<file path="config.mk">
export PLATFORM = sky130hd
export DESIGN_NAME = uart_cmd_ctrl
export DESIGN_NICKNAME = d
export VERILOG_FILES = /design/src/rtl/uart_cmd_pkg.sv /design/src/rtl/uart_cmd_tmr.sv /design/src/rtl/uart_cmd_ctrl.sv
export SDC_FILE = /design/constraint.sdc
export NUM_CORES = 1
export LEC_CHECK = 0
export BUFFER_PORTS_ARGS = -buffer_cell sky130_fd_sc_hd__buf_2
export CELL_PAD_IN_SITES_DETAIL_PLACEMENT = 0
export CELL_PAD_IN_SITES_GLOBAL_PLACEMENT = 1
export CORE_UTILIZATION = 30
export DETAILED_ROUTE_END_ITERATION = 7
export GPL_TIMING_DRIVEN = 0
export PLACE_DENSITY_LB_ADDON = 0.1
export SLEW_MARGIN = 20
export SYNTH_ARGS = -nofsm -noshare
export SYNTH_HDL_FRONTEND = slang
export SYNTH_SLANG_ARGS = --single-unit
</file>
<file path="constraint.sdc">
create_clock -name clk -period 2.22 [get_ports clk]
set_clock_uncertainty 0.2 [all_clocks]
set_input_delay 0.444 -clock clk [delete_from_list [all_inputs] [get_ports clk]]
set_output_delay 0.444 -clock clk [all_outputs]
set_load 0.1 [all_outputs]
</file>
<file path="src/rtl/uart_cmd_pkg.sv">
// rtl/uart_cmd_pkg.sv - shared types and constants for the UART command framer
package uart_cmd_pkg;

    localparam int CMD_W = 24;

    typedef enum logic [2:0] {
        IDLE,
        B1,
        B2,
        CS,
        CMPL
    } state_t;

    // Opcodes understood by the downstream command dispatcher
    localparam logic [7:0] OP_NOP    = 8'h00;
    localparam logic [7:0] OP_WRITE  = 8'h01;
    localparam logic [7:0] OP_READ   = 8'h02;
    localparam logic [7:0] OP_STATUS = 8'h05;

    function automatic logic [7:0] byte_sum(input logic [7:0] a, input logic [7:0] b,
                                            input logic [7:0] c, input logic [7:0] d);
        return a + b + c + d;
    endfunction

endpackage

</file>
<file path="src/rtl/uart_cmd_tmr.sv">
// rtl/uart_cmd_tmr.sv - clearable inter-byte timeout counter with expiry flag
module uart_cmd_tmr #(
    parameter int TO_CYCLES = 208320,
    parameter int TO_W      = 18
) (
    input  logic clk,
    input  logic rst,
    input  logic clr,
    input  logic en,
    output logic expired
);

    logic [TO_W-1:0] cnt;

    assign expired = (cnt == TO_W'(TO_CYCLES - 1));

    // Saturates at the expiry value so a late clear never sees a wrapped count
    always_ff @(posedge clk) begin
        if (rst || clr) begin
            cnt <= '0;
        end else if (en && !expired) begin
            cnt <= cnt + 1'b1;
        end
    end

endmodule

</file>
<file path="src/rtl/uart_cmd_ctrl.sv">
// rtl/uart_cmd_ctrl.sv - UART byte-to-command framer; UART_CMD_CHKSUM_EN adds a checksum byte and chk_err
module uart_cmd_ctrl
    import uart_cmd_pkg::*;
#(
    parameter int TO_CYCLES = 208320,
    parameter int TO_W      = 18
) (
    input  logic             clk,
    input  logic             rst,
    input  logic             rx_rdy,
    input  logic [7:0]       rx_data,
    output logic             clr_rx_rdy,
    output logic             cmd_rdy,
    output logic [CMD_W-1:0] cmd,
    input  logic             clr_cmd_rdy,
    output logic             ovr_err,
    output logic             to_err,
`ifdef UART_CMD_CHKSUM_EN
    output logic             chk_err,
`endif
    input  logic             clr_err
);

    state_t     state, state_nxt;
    logic [7:0] op_r, hi_r, lo_r;
    logic       rx_seen;
    logic       accept;
    logic       in_frame;
    logic       tmr_exp;
    logic       timeout;
    logic       frame_ok;
    logic       can_load;
    logic       publish;
    logic       ovr_set;

    // A byte is taken once per rdy assertion; rdy held across edges is not re-read
    assign accept     = rx_rdy && !rx_seen && (state != CMPL);
    assign clr_rx_rdy = accept && !rst;
    assign in_frame   = (state == B1) || (state == B2) || (state == CS);
    assign timeout    = in_frame && tmr_exp && !accept;
    assign can_load   = !cmd_rdy || clr_cmd_rdy;
    assign publish    = (state == CMPL) && frame_ok && can_load;
    assign ovr_set    = (state == CMPL) && frame_ok && !can_load;

`ifdef UART_CMD_CHKSUM_EN
    logic [7:0] cs_r;
    assign frame_ok = (byte_sum(op_r, hi_r, lo_r, cs_r) == 8'h00);
`else
    assign frame_ok = 1'b1;
`endif

    uart_cmd_tmr #(
        .TO_CYCLES(TO_CYCLES),
        .TO_W     (TO_W)
    ) u_tmr (
        .clk    (clk),
        .rst    (rst),
        .clr    (accept || !in_frame || timeout),
        .en     (in_frame),
        .expired(tmr_exp)
    );

    always_ff @(posedge clk) begin
        if (rst) begin
            state <= IDLE;
        end else begin
            state <= state_nxt;
        end
    end

    always_comb begin
        state_nxt = state;
        case (state)
            IDLE: if (accept) state_nxt = B1;
            B1: begin
                if (accept)       state_nxt = B2;
                else if (timeout) state_nxt = IDLE;
            end
            B2: begin
`ifdef UART_CMD_CHKSUM_EN
                if (accept)       state_nxt = CS;
`else
                if (accept)       state_nxt = CMPL;
`endif
                else if (timeout) state_nxt = IDLE;
            end
            CS: begin
                if (accept)       state_nxt = CMPL;
                else if (timeout) state_nxt = IDLE;
            end
            CMPL:    state_nxt = IDLE;
            default: state_nxt = IDLE;
        endcase
    end

    always_ff @(posedge clk) begin
        if (rst) begin
            rx_seen <= 1'b0;
            op_r    <= '0;
            hi_r    <= '0;
            lo_r    <= '0;
`ifdef UART_CMD_CHKSUM_EN
            cs_r    <= '0;
            chk_err <= 1'b0;
`endif
            cmd     <= '0;
            cmd_rdy <= 1'b0;
            ovr_err <= 1'b0;
            to_err  <= 1'b0;
        end else begin
            rx_seen <= rx_rdy && (rx_seen || accept);
            if (accept) begin
                case (state)
                    IDLE:    op_r <= rx_data;
                    B1:      hi_r <= rx_data;
                    B2:      lo_r <= rx_data;
`ifdef UART_CMD_CHKSUM_EN
                    CS:      cs_r <= rx_data;
`endif
                    default: ;
                endcase
            end
            // A fresh command in the same cycle as the acknowledge keeps cmd_rdy high
            if (publish) begin
                cmd     <= {op_r, hi_r, lo_r};
                cmd_rdy <= 1'b1;
            end else if (clr_cmd_rdy) begin
                cmd_rdy <= 1'b0;
            end
            ovr_err <= ovr_set || (ovr_err && !clr_err);
            to_err  <= timeout || (to_err && !clr_err);
`ifdef UART_CMD_CHKSUM_EN
            chk_err <= ((state == CMPL) && !frame_ok) || (chk_err && !clr_err);
`endif
        end
    end

endmodule

</file>
==> metrics.csv, run 1 <==
metric,value,unit
post_synth_most_frequent_cells,"nand2_1, dfxtp_1, a21oi_1",
outcome,"complete, no violations",
crit_arrival,1.50,ns
startpoint_type,register,
drt.antenna.violating_nets,0,
1st_pass_router_iterations,4,
grt_antenna_before_repair,0,
slew_headroom,0.631,
h_tree_lvl_count,3,
route.detailed.vias_per_inst,4.78,
worst_slew_pin_slew,0.553,ns
routedWlPerCell,13.9,um
clk_root_buffer_cell,clkbuf_8,
fp.coreArea,0.00928,mm^2
drcViolationCount,0,
setup_total_negative_slack,0,ns
clockBufferDepth,2,
io_pins,41,
syn_area,0.00290,mm^2
synthMostInstantiatedCell,nand2_1,
synthesis.area_per_instance,8.64,um^2
clock_latency_at_the_later_pin_of_the_worst_skew_pair,0.34,ns
multi_input_area,0.00135,mm^2
fillers,1020,
criticalPathCategory,register to output port,
setup-violations-final,0,
yosysWarningCount,0,
synth_flop_cell,dfxtp_1,
postSynthNetCount,349,
worstPathMaxFanout,10,
drt_iter0_markers,71,
io_buffer_count,40,
crit_chain,"nor2_2, buf_4, a211oi_4, buf_12",
post-synth-top-area-fraction,0.505,
slew_viols_final,0,
final_layout_size_suffix_gt1_frac,0.196,
power.density,753,mW/mm^2
antenna_cells_inserted,0,
timing.final.crit_period,2.14,ns
cts.sinks,73,
tritoncts,yes,
end_kind,output port,
grt_pass1_wl,12400,um
gr-usage-all-layers,0.161,
cell_row_count,35,
synth_seq_area_share,0.505,
chip_width,100,um
worst_supply_voltage_drop_on_vdd,0.291,mV
max_clock_freq,0.467,GHz
min_period_over_period,0.965,
worst_hold_path_type,input port to register,
areaGrowthSynthToFinish,22.0,%
floorplan.die.height,100,um
initial_core_util,0.312,
worst_path_largest_cell_delay,0.39,ns
unrepaired_setup_endpoints_after_global_routing,no,
worst-r2r-setup-slack,0.13,ns
postSynthCellCount,335,
yosys.area.top_type,dfxtp_1,
tritoncts.num_buffers,9,
first_global_vias,2346,
largest_net_degree_at_the_start_of_global_routing,14,
power_leakage,1.23,nW
hold_buffers,0,
hold_ws,0.169,ns
die_area,0.0100,mm^2
gp_routability_congestion,0.771,
clk_pin_slew,0.08,ns
synth_edf_count,0,
dr_total_vias,2495,
design.final.nets,402,
number_of_synthesized_register_bits,73,
ys_top_cells_by_area,"dfxtp_1, nand2_1, a21oi_1",
ff_latch_area,0.00147,mm^2
routed_wirelength,7260,um
maxCapViolations,0,
worstPathRequired,1.58,ns
synth_async_sr_flop_share,0,
gr-total-overflow,0,
ys_types,40,
timing_hold_violations_final,0,
crit_slowest_cell,dfxtp_4,
hpwl_dp,5230,um
what timing repair did:
action | in CTS | in global routing
setup endpoints to repair | 1 | 26
pin swaps | 0 | 2
gates resized for setup | 7 | 7
buffers inserted | 0 | 2
critical path, delay by kind of cell (launching register included):
kind / cells / cell delay, ns
DFF: 1 / 0.39
and+or+nand+nor: 1 / 0.08
buffers and inverters: 2 / 0.40
AOI/OAI and AO/OA: 1 / 0.29
state kept, by name, indices dropped and copies added, names as in the netlist:
register / flops
hi_r: 8
op_r: 8
rx_seen: 1
lo_r: 8
to_err: 1
cmd_rdy: 1
u_tmr.cnt: 18
state: 3
ovr_err: 1
cmd: 24
worst paths after layout:
kind | from | cells past startpoint | to
worst min register to register | cmd[14] | 2 | cmd[14]
worst min-delay path | clr_err | 4 | to_err
worst max-delay path | state[1] | 4 | clr_rx_rdy
worst max register to register | u_tmr.cnt[2] | 4 | u_tmr.cnt[17]
cell families after synthesis:
| kind of cell | synth area share |
|---|---|
| flops | 0.505 |
| buf+inv | 0.0350 |
| compound gates | 0.117 |
| mux | 0.0277 |
| simple gates | 0.272 |
| xor+xnor | 0.0393 |
| fa+ha+maj | 0.00432 |
cell type report:
type                    instances  area share
plain buffers                  20      0.0262
clock buffers                  10      0.0361
clock inverters                 6      0.0255
inverters                       4     0.00425
multi-input cells             238       0.381
flip-flops and latches         73       0.416
well taps                     129      0.0457
repair buffers                 42      0.0652
stage by stage:
stage	power, W	util	std cells	instance area, um^2	setup slack, ns
3_3_place_gp	0.00152	0.353	504	3270	0.0182
6_report	0.00266	0.381	522	3530	0.0780
5_1_grt	0.00276	0.381	522	3530	0.00138
3_5_place_dp	0.00152	0.353	504	3270	0.00736
4_1_cts	0.00269	0.378	520	3510	0.0198
2_1_floorplan	0.00147	-	335	2910	0.00903
layer usage:
layer / wire length [um] / vias to the layer above / global-route usage
met5: 0 / - / 0
met2: 3030 / 48 / 0.233
met1: 3840 / 1162 / 0.233
li1: - / 1274 / -
met4: 119 / 0 / 0.0669
met3: 268 / 11 / 0.0279
where the power goes:
| part | internal [W] | switching [W] | total (W) |
|---|---|---|---|
| sequential | 0.00133 | 0.0000136 | 0.00134 |
| combinational | 0.0000482 | 0.000102 | 0.000150 |
| clock | 0.000638 | 0.000533 | 0.00117 |
| total | 0.00201 | 0.000648 | 0.00266 |
placed cells by master (no fill, tap or decap), types with 2 or more instances in the layout:
cell / n
or4_1: 3
a211oi_1: 2
clkbuf_1: 13
inv_1: 4
nand3_1: 25
nand4_1: 4
clkbuf_2: 2
nor2b_1: 2
xor2_1: 3
xnor2_1: 10
nand2b_1: 2
a21oi_1: 42
mux2i_1: 8
bufinv_16: 2
a211oi_2: 3
nor3_1: 15
o311ai_1: 2
and3_1: 2
nor2_1: 12
o31ai_1: 2
clkbuf_8: 9
dfxtp_4: 2
nor4_1: 6
buf_4: 3
dfxtp_1: 71
nand2_1: 75
buf_2: 42
nor3b_1: 3
Power figures use the tool's default switching activity.
==> run 2, diff against run 1 <==
--- a/config.mk
+++ b/config.mk
@@ -6,8 +6,7 @@
 export NUM_CORES = 1
 export LEC_CHECK = 0
 export BUFFER_PORTS_ARGS = -buffer_cell sky130_fd_sc_hd__buf_2
-export CELL_PAD_IN_SITES_DETAIL_PLACEMENT = 0
-export CELL_PAD_IN_SITES_GLOBAL_PLACEMENT = 1
+export CORE_MARGIN = 4
 export CORE_UTILIZATION = 30
 export DETAILED_ROUTE_END_ITERATION = 7
 export GPL_TIMING_DRIVEN = 0
==> metrics.csv, run 2 (same netlist as run 1, synthesis figures left out) <==
metric,value,unit,change
outcome,"complete, no violations",,
crit_slowest_cell,dfxtp_2,,
grt_antenna_before_repair,0,,unchanged
tritoncts,yes,,
min_period_over_period,0.962,,-0.00302
die_area,0.0113,mm^2,+12%
timing.final.crit_period,2.14,ns,-0.00670 ns
crit_chain,"nor2_2, buf_4, a211oi_4, buf_12",,
largest_net_degree_at_the_start_of_global_routing,14,,unchanged
reg.largest.list,"cmd x24, u_tmr.cnt x18",,
criticalPathCategory,register to output port,,
worst_hold_path_type,input port to register,,
worstPathBufferInverterCount,2,,unchanged
finish.cell_count_without_fillers,523,,+0.19%
largest_register_ffs,24,,unchanged
routedWlPerCell,14.0,um,+0.43%
most-common-layout-cells,"nand2_1, dfxtp_1, buf_2, a21oi_1, nand3_1",,
floorplan.die.height,106,um,+6.0%
design.final.nets,403,,+0.25%
max_clock_freq,0.468,GHz,+0.31%
final_common_cell,nand2_1,,
worst_slew_pin_slew,0.563,ns,+0.00981 ns
fp.coreArea,0.00933,mm^2,+0.47%
io_buffer_count,40,,unchanged
timing_hold_violations_final,0,,unchanged
drcViolationCount,0,,unchanged
worst_supply_voltage_drop_on_vdd,0.253,mV,-13%
chip_width,106,um,+6.0%
startpoint_type,register,,
placedCellCount,504,,unchanged
clk_pin_slew,0.09,ns,about the same
power_leakage,1.22,nW,-0.96%
cts.sinks,73,,unchanged
power.density,707,mW/mm^2,-6.1%
final_layout_size_suffix_gt1_frac,0.198,,+0.00204
hold_buffers,0,,unchanged
setup_total_negative_slack,0,ns,unchanged
routed_wirelength,7300,um,+0.62%
slew_headroom,0.625,,-0.00654
end_kind,output port,,
unrepaired_setup_endpoints_after_global_routing,no,,
clk_root_buffer_cell,clkbuf_8,,
largest_register,cmd,,
critical_path.top_delay_family,buffers and inverters,,
clockBufferDepth,2,,unchanged
worst-r2r-setup-slack,0.15,ns,+0.02 ns
clock_latency_at_the_later_pin_of_the_worst_skew_pair,0.35,ns,about the same
first_global_vias,2351,,+0.21%
slew_viols_final,0,,unchanged
gr-total-overflow,0,,unchanged
worst_path_largest_cell_delay,0.35,ns,-0.04 ns
grt_pass1_wl,12300,um,-0.95%
worstPathMaxFanout,10,,unchanged
worstPathRequired,1.58,ns,about the same
gr-usage-all-layers,0.138,,-0.0229
antenna_cells_inserted,0,,unchanged
route.detailed.vias_per_inst,4.76,,-0.39%
h_tree_lvl_count,3,,unchanged
setup-violations-final,0,,unchanged
1st_pass_router_iterations,4,,unchanged
dr_total_vias,2490,,-0.20%
cell_row_count,35,,unchanged
drt_iter0_markers,83,,+17%
gp_routability_congestion,0.797,,+3.4%
drt.antenna.violating_nets,0,,unchanged
tritoncts.num_buffers,9,,unchanged
initial_core_util,0.310,,-0.00146
maxCapViolations,0,,unchanged
crit_arrival,1.49,ns,about the same
hpwl_dp,5200,um,-0.51%
areaGrowthSynthToFinish,20.8,%,
io_pins,41,,unchanged
[run 2: cell types whose count changed in the layout (fill, tap and decap cells not counted), sizes merged]
cell    change
bufinv      -2
buf         +1
clkbuf      +1
clkinv      +1
[run 2: timing repair]
item / 4_1_cts / 5_1_grt
setup endpoints to repair: 2 / 22
buffers inserted: 0 / 3
pin swaps: 0 / 1
gates resized for setup: 7 / 5
[run 2: worst min-delay path, cell delays in order]
cell and delay [ns]:
buf_2 0.08, inv_1 0.04, nand2_1 0.05, a21oi_1 0.05
[run 2: path summary, 6_finish.rpt]
path              endpoint  depth (start not counted)    startpoint
min reg2reg         cmd[3]                          2        cmd[3]
max             clr_rx_rdy                          4      state[0]
max reg2reg  u_tmr.cnt[16]                          5  u_tmr.cnt[0]
min                 to_err                          4       clr_err
[run 2: report_power, final]
part / internal, W / switching, W / total [W]
Combinational: 0.0000481 / 0.000102 / 0.000150
Clock: 0.000443 / 0.000540 / 0.000983
Sequential: 0.00133 / 0.0000131 / 0.00134
Total: 0.00182 / 0.000655 / 0.00247
[run 2: final cells by class]
class / count / area (um^2)
Buffer: 20 / 92.6
Clock inverter: 5 / 38.8
Sequential cell: 73 / 1460
Multi-Input combinational cell: 238 / 1350
Inverter: 4 / 15.0
Fill cell: 1018 / 5830
Clock buffer: 11 / 141
Timing Repair Buffer: 43 / 238
Tap cell: 129 / 161
[run 2: routing by layer]
layer | vias to the layer above | share of wire | GRT usage
li1 | 1278 | - | -
met1 | 1154 | 0.52 | 0.202
met2 | 49 | 0.42 | 0.188
met3 | 9 | 0.052 | 0.0449
met4 | 0 | 0.011 | 0.0444
met5 | - | 0 | 0
[run 2: per-stage QoR]
stage               total power (W)  hold WS [ns]  instance area (um^2)   util  setup WS [ns]
global placement            0.00152         0.243                  3270  0.351        0.00967
detailed placement          0.00152         0.245                  3270  0.351        0.00639
finish                      0.00247         0.166                  3500  0.375         0.0847
CTS                         0.00251         0.157                  3470  0.372         0.0297
floorplan                   0.00147         0.231                  2910      -        0.00903
global route                0.00261         0.150                  3500  0.375        0.00219
==> run 3, diff against run 2 <==
--- a/config.mk
+++ b/config.mk
@@ -14,4 +14,5 @@
 export SLEW_MARGIN = 20
 export SYNTH_ARGS = -nofsm -noshare
 export SYNTH_HDL_FRONTEND = slang
+export SYNTH_HIERARCHICAL = 1
 export SYNTH_SLANG_ARGS = --single-unit
==> metrics.csv, run 3 <==
metric,value,unit,change
outcome,"complete, no violations",,
synth_xor_xnor_area_share,0.0108,,-0.0285
final_layout_size_suffix_gt1_frac,0.254,,+0.0556
hold_buffers,0,,unchanged
final_common_cell,dfxtp_1,,
clockBufferDepth,2,,unchanged
setup_total_negative_slack,0,ns,unchanged
timing.hold.worst_path_depth,2,,-2
maxCapViolations,0,,unchanged
power.density,694,mW/mm^2,-1.9%
drt_iter0_markers,92,,+11%
power_leakage,1.49,nW,+22%
timing_hold_violations_final,0,,unchanged
yosys.area.top_type,dfxtp_1,,
post-synth-top-area-fraction,0.450,,-0.0547
clock_latency_at_the_later_pin_of_the_worst_skew_pair,0.35,ns,about the same
routed_wirelength,8350,um,+14%
post_synth_fa_ha_maj_area_fraction,0.00385,,-0.000468
areaGrowthSynthToFinish,24.2,%,
synth_flop_cell,dfxtp_1,,
post-route-worst-setup-slack,0.0547,ns,-0.0300 ns
setup-violations-final,0,,unchanged
syn_area,0.00325,mm^2,+12%
grt_antenna_before_repair,0,,unchanged
number_of_synthesized_register_bits,73,,unchanged
end_kind,register,,
most-common-layout-cells,"dfxtp_1, buf_2, nand2b_1",,
postSynthNetCount,367,,+5.2%
holdPathEnd,rx_seen,,
initial_core_util,0.312,,+0.00132
worst-r2r-setup-slack,0.05,ns,-0.10 ns
worst_supply_voltage_drop_on_vdd,0.326,mV,+29%
crit_arrival,2.26,ns,+0.77 ns
crit-reg2reg-capture,u_tmr/cnt[11],,
synth_seq_area_share,0.450,,-0.0547
antenna_cells_inserted,0,,unchanged
r2r_start,u_tmr/cnt[1],,
total_routed_wire_length_on_the_met1_layer,4430,um,+17%
first_global_vias,2709,,+15%
1st_pass_router_iterations,4,,unchanged
synth_compound_area_frac,0.132,,+0.0151
route.detailed.vias_per_inst,4.83,,+1.4%
synthesis.area_per_instance,9.20,um^2,+6.4%
chip_width,112,um,+5.5%
fp.coreArea,0.0104,mm^2,+12%
tritoncts.num_buffers,9,,unchanged
postSynthCellCount,353,,+5.4%
routed-wl-met3,287,um,-25%
finish.utilization,0.387,,+0.0122
ys_top_cells_by_area,"dfxtp_1, mux2i_1, nand2b_1",,
ys_types,55,,+38%
timing.final.crit_period,2.17,ns,+0.0300 ns
synth_edf_count,0,,unchanged
die_area,0.0126,mm^2,+11%
timing.hold.worst.start,rx_rdy,,
route.met2.wl,3500,um,+15%
synth_top_family_by_area,simple AND/OR/NAND/NOR gates,,
clk_root_buffer_cell,clkbuf_8,,
startpoint_type,register,,
slew_headroom,0.601,,-0.0237
gp_routability_congestion,0.759,,-4.7%
grt_pass1_wl,13800,um,+13%
io_pins,41,,unchanged
routedWlPerCell,15.1,um,+7.9%
drt.antenna.violating_nets,0,,unchanged
slew_viols_final,0,,unchanged
placedCellCount,529,,+5.0%
worst_slew_pin_slew,0.599,ns,+0.0355 ns
design.final.nets,427,,+6.0%
criticalPathCategory,register to register,,
hpwl_dp,5910,um,+14%
reg.largest.list,"cmd x24, u_tmr/cnt x18",,
drcViolationCount,0,,unchanged
post_synth_most_frequent_cells,"dfxtp_1, nand2b_1, a21oi_1",,
clk_pin_slew,0.08,ns,about the same
reg2reg_depth,7,,+2
synthSimpleGateAreaFrac,0.261,,-0.0110
synth_async_sr_flop_share,0,,unchanged
yosysWarningCount,6,,+6
worstPathMaxFanout,4,,-6
dr_total_vias,2674,,+7.4%
floorplan.die.height,112,um,+5.5%
io_buffer_count,40,,unchanged
gr-usage-all-layers,0.137,,-0.00110
h_tree_lvl_count,3,,unchanged
largest_register,cmd,,
worst_hold_path_type,input port to register,,
tritoncts,yes,,
synthMuxAreaShare,0.0894,,+0.0617
routed.top_layer,met4,,
cts.sinks,73,,unchanged
worstPathRequired,2.31,ns,+0.73 ns
hold_ws,0.192,ns,+0.0256 ns
max_clock_freq,0.462,GHz,-1.4%
cell_row_count,37,,+5.7%
gr-total-overflow,0,,unchanged
dpl_worst_slack,-0.376,ns,-0.382 ns
finish.cell_count_without_fillers,554,,+5.9%
synthMostInstantiatedCell,dfxtp_1,,
largest_net_degree_at_the_start_of_global_routing,20,,+6
largest_register_ffs,24,,unchanged
min_period_over_period,0.975,,+0.0135
## run 3: cell count changes after synthesis, sizes merged, moves of 9 or more
cell / change
o21ai: +27
nor3: -12
nand2: -59
a21oi: -9
nand2b: +32
buf: +10
mux2i: +21
## run 3: how the worst max path moves through the flow
stage | startpoint | end | slack (ns) | cells after the start
finish | u_tmr/cnt[1] | u_tmr/cnt[11] | 0.05 | 7
global route | state[1] | u_tmr/cnt[17] | -0.04 | 7
CTS | state[2] | clr_rx_rdy | 0.004 | 5
detailed placement | u_tmr/cnt[4] | u_tmr/cnt[9] | -0.38 | 8
global placement | u_tmr/cnt[4] | u_tmr/cnt[9] | -0.42 | 8
floorplan | rst | clr_rx_rdy | -0.08 | 4
## run 3: repair_timing
item | 4_1_cts | 5_1_grt
pin swaps | 2 | 3
endpoints found under the setup margin | 19 | 6
gates resized for setup | 17 | 13
setup buffers | 4 | 6
endpoints found under the hold margin | 0 | 0
## run 3: logic make-up after synthesis
family / after synthesis
simple gates: 137
compound gates: 76
flops: 73
buf+inv: 33
mux: 29
xor+xnor: 4
fa+ha+maj: 1
## run 3: per-layer routing
| layer | track usage | vias up |
|---|---|---|
| met1 | 0.202 | 1240 |
| met3 | 0.0307 | 11 |
| met4 | 0.0537 | 0 |
| li1 | - | 1379 |
| met2 | 0.192 | 44 |
| met5 | 0 | - |
## run 3: cell type report
cell class	count	area, um^2
plain buffers	25	164
clock buffers	10	128
clock inverters	6	114
fillers	1079	6380
inverters	7	26.3
multi-input cells	247	1670
flip-flops and latches	73	1470
well taps	136	170
repair buffers	50	290
## run 3: power breakdown
| group | switching [W] | internal, W |
|---|---|---|
| sequential | 0.0000112 | 0.00133 |
| clock | 0.000522 | 0.000751 |
| combinational | 0.000109 | 0.0000776 |
## run 3: per-stage QoR
step                total power, W  area [um^2]
floorplan                  0.00149         3270
global placement           0.00154         3640
detailed placement         0.00154         3640
CTS                        0.00284         3950
global route               0.00291         4030
finish                     0.00280         4030
## run 3: critical path, cell delays in order (launching register included)
cell and delay, ns:
dfxtp_1 0.36, ha_4 0.19, and3_4 0.19, and4_4 0.16, nand3b_1 0.17, or2_4 0.26, or4_1 0.51, nand2_1 0.09
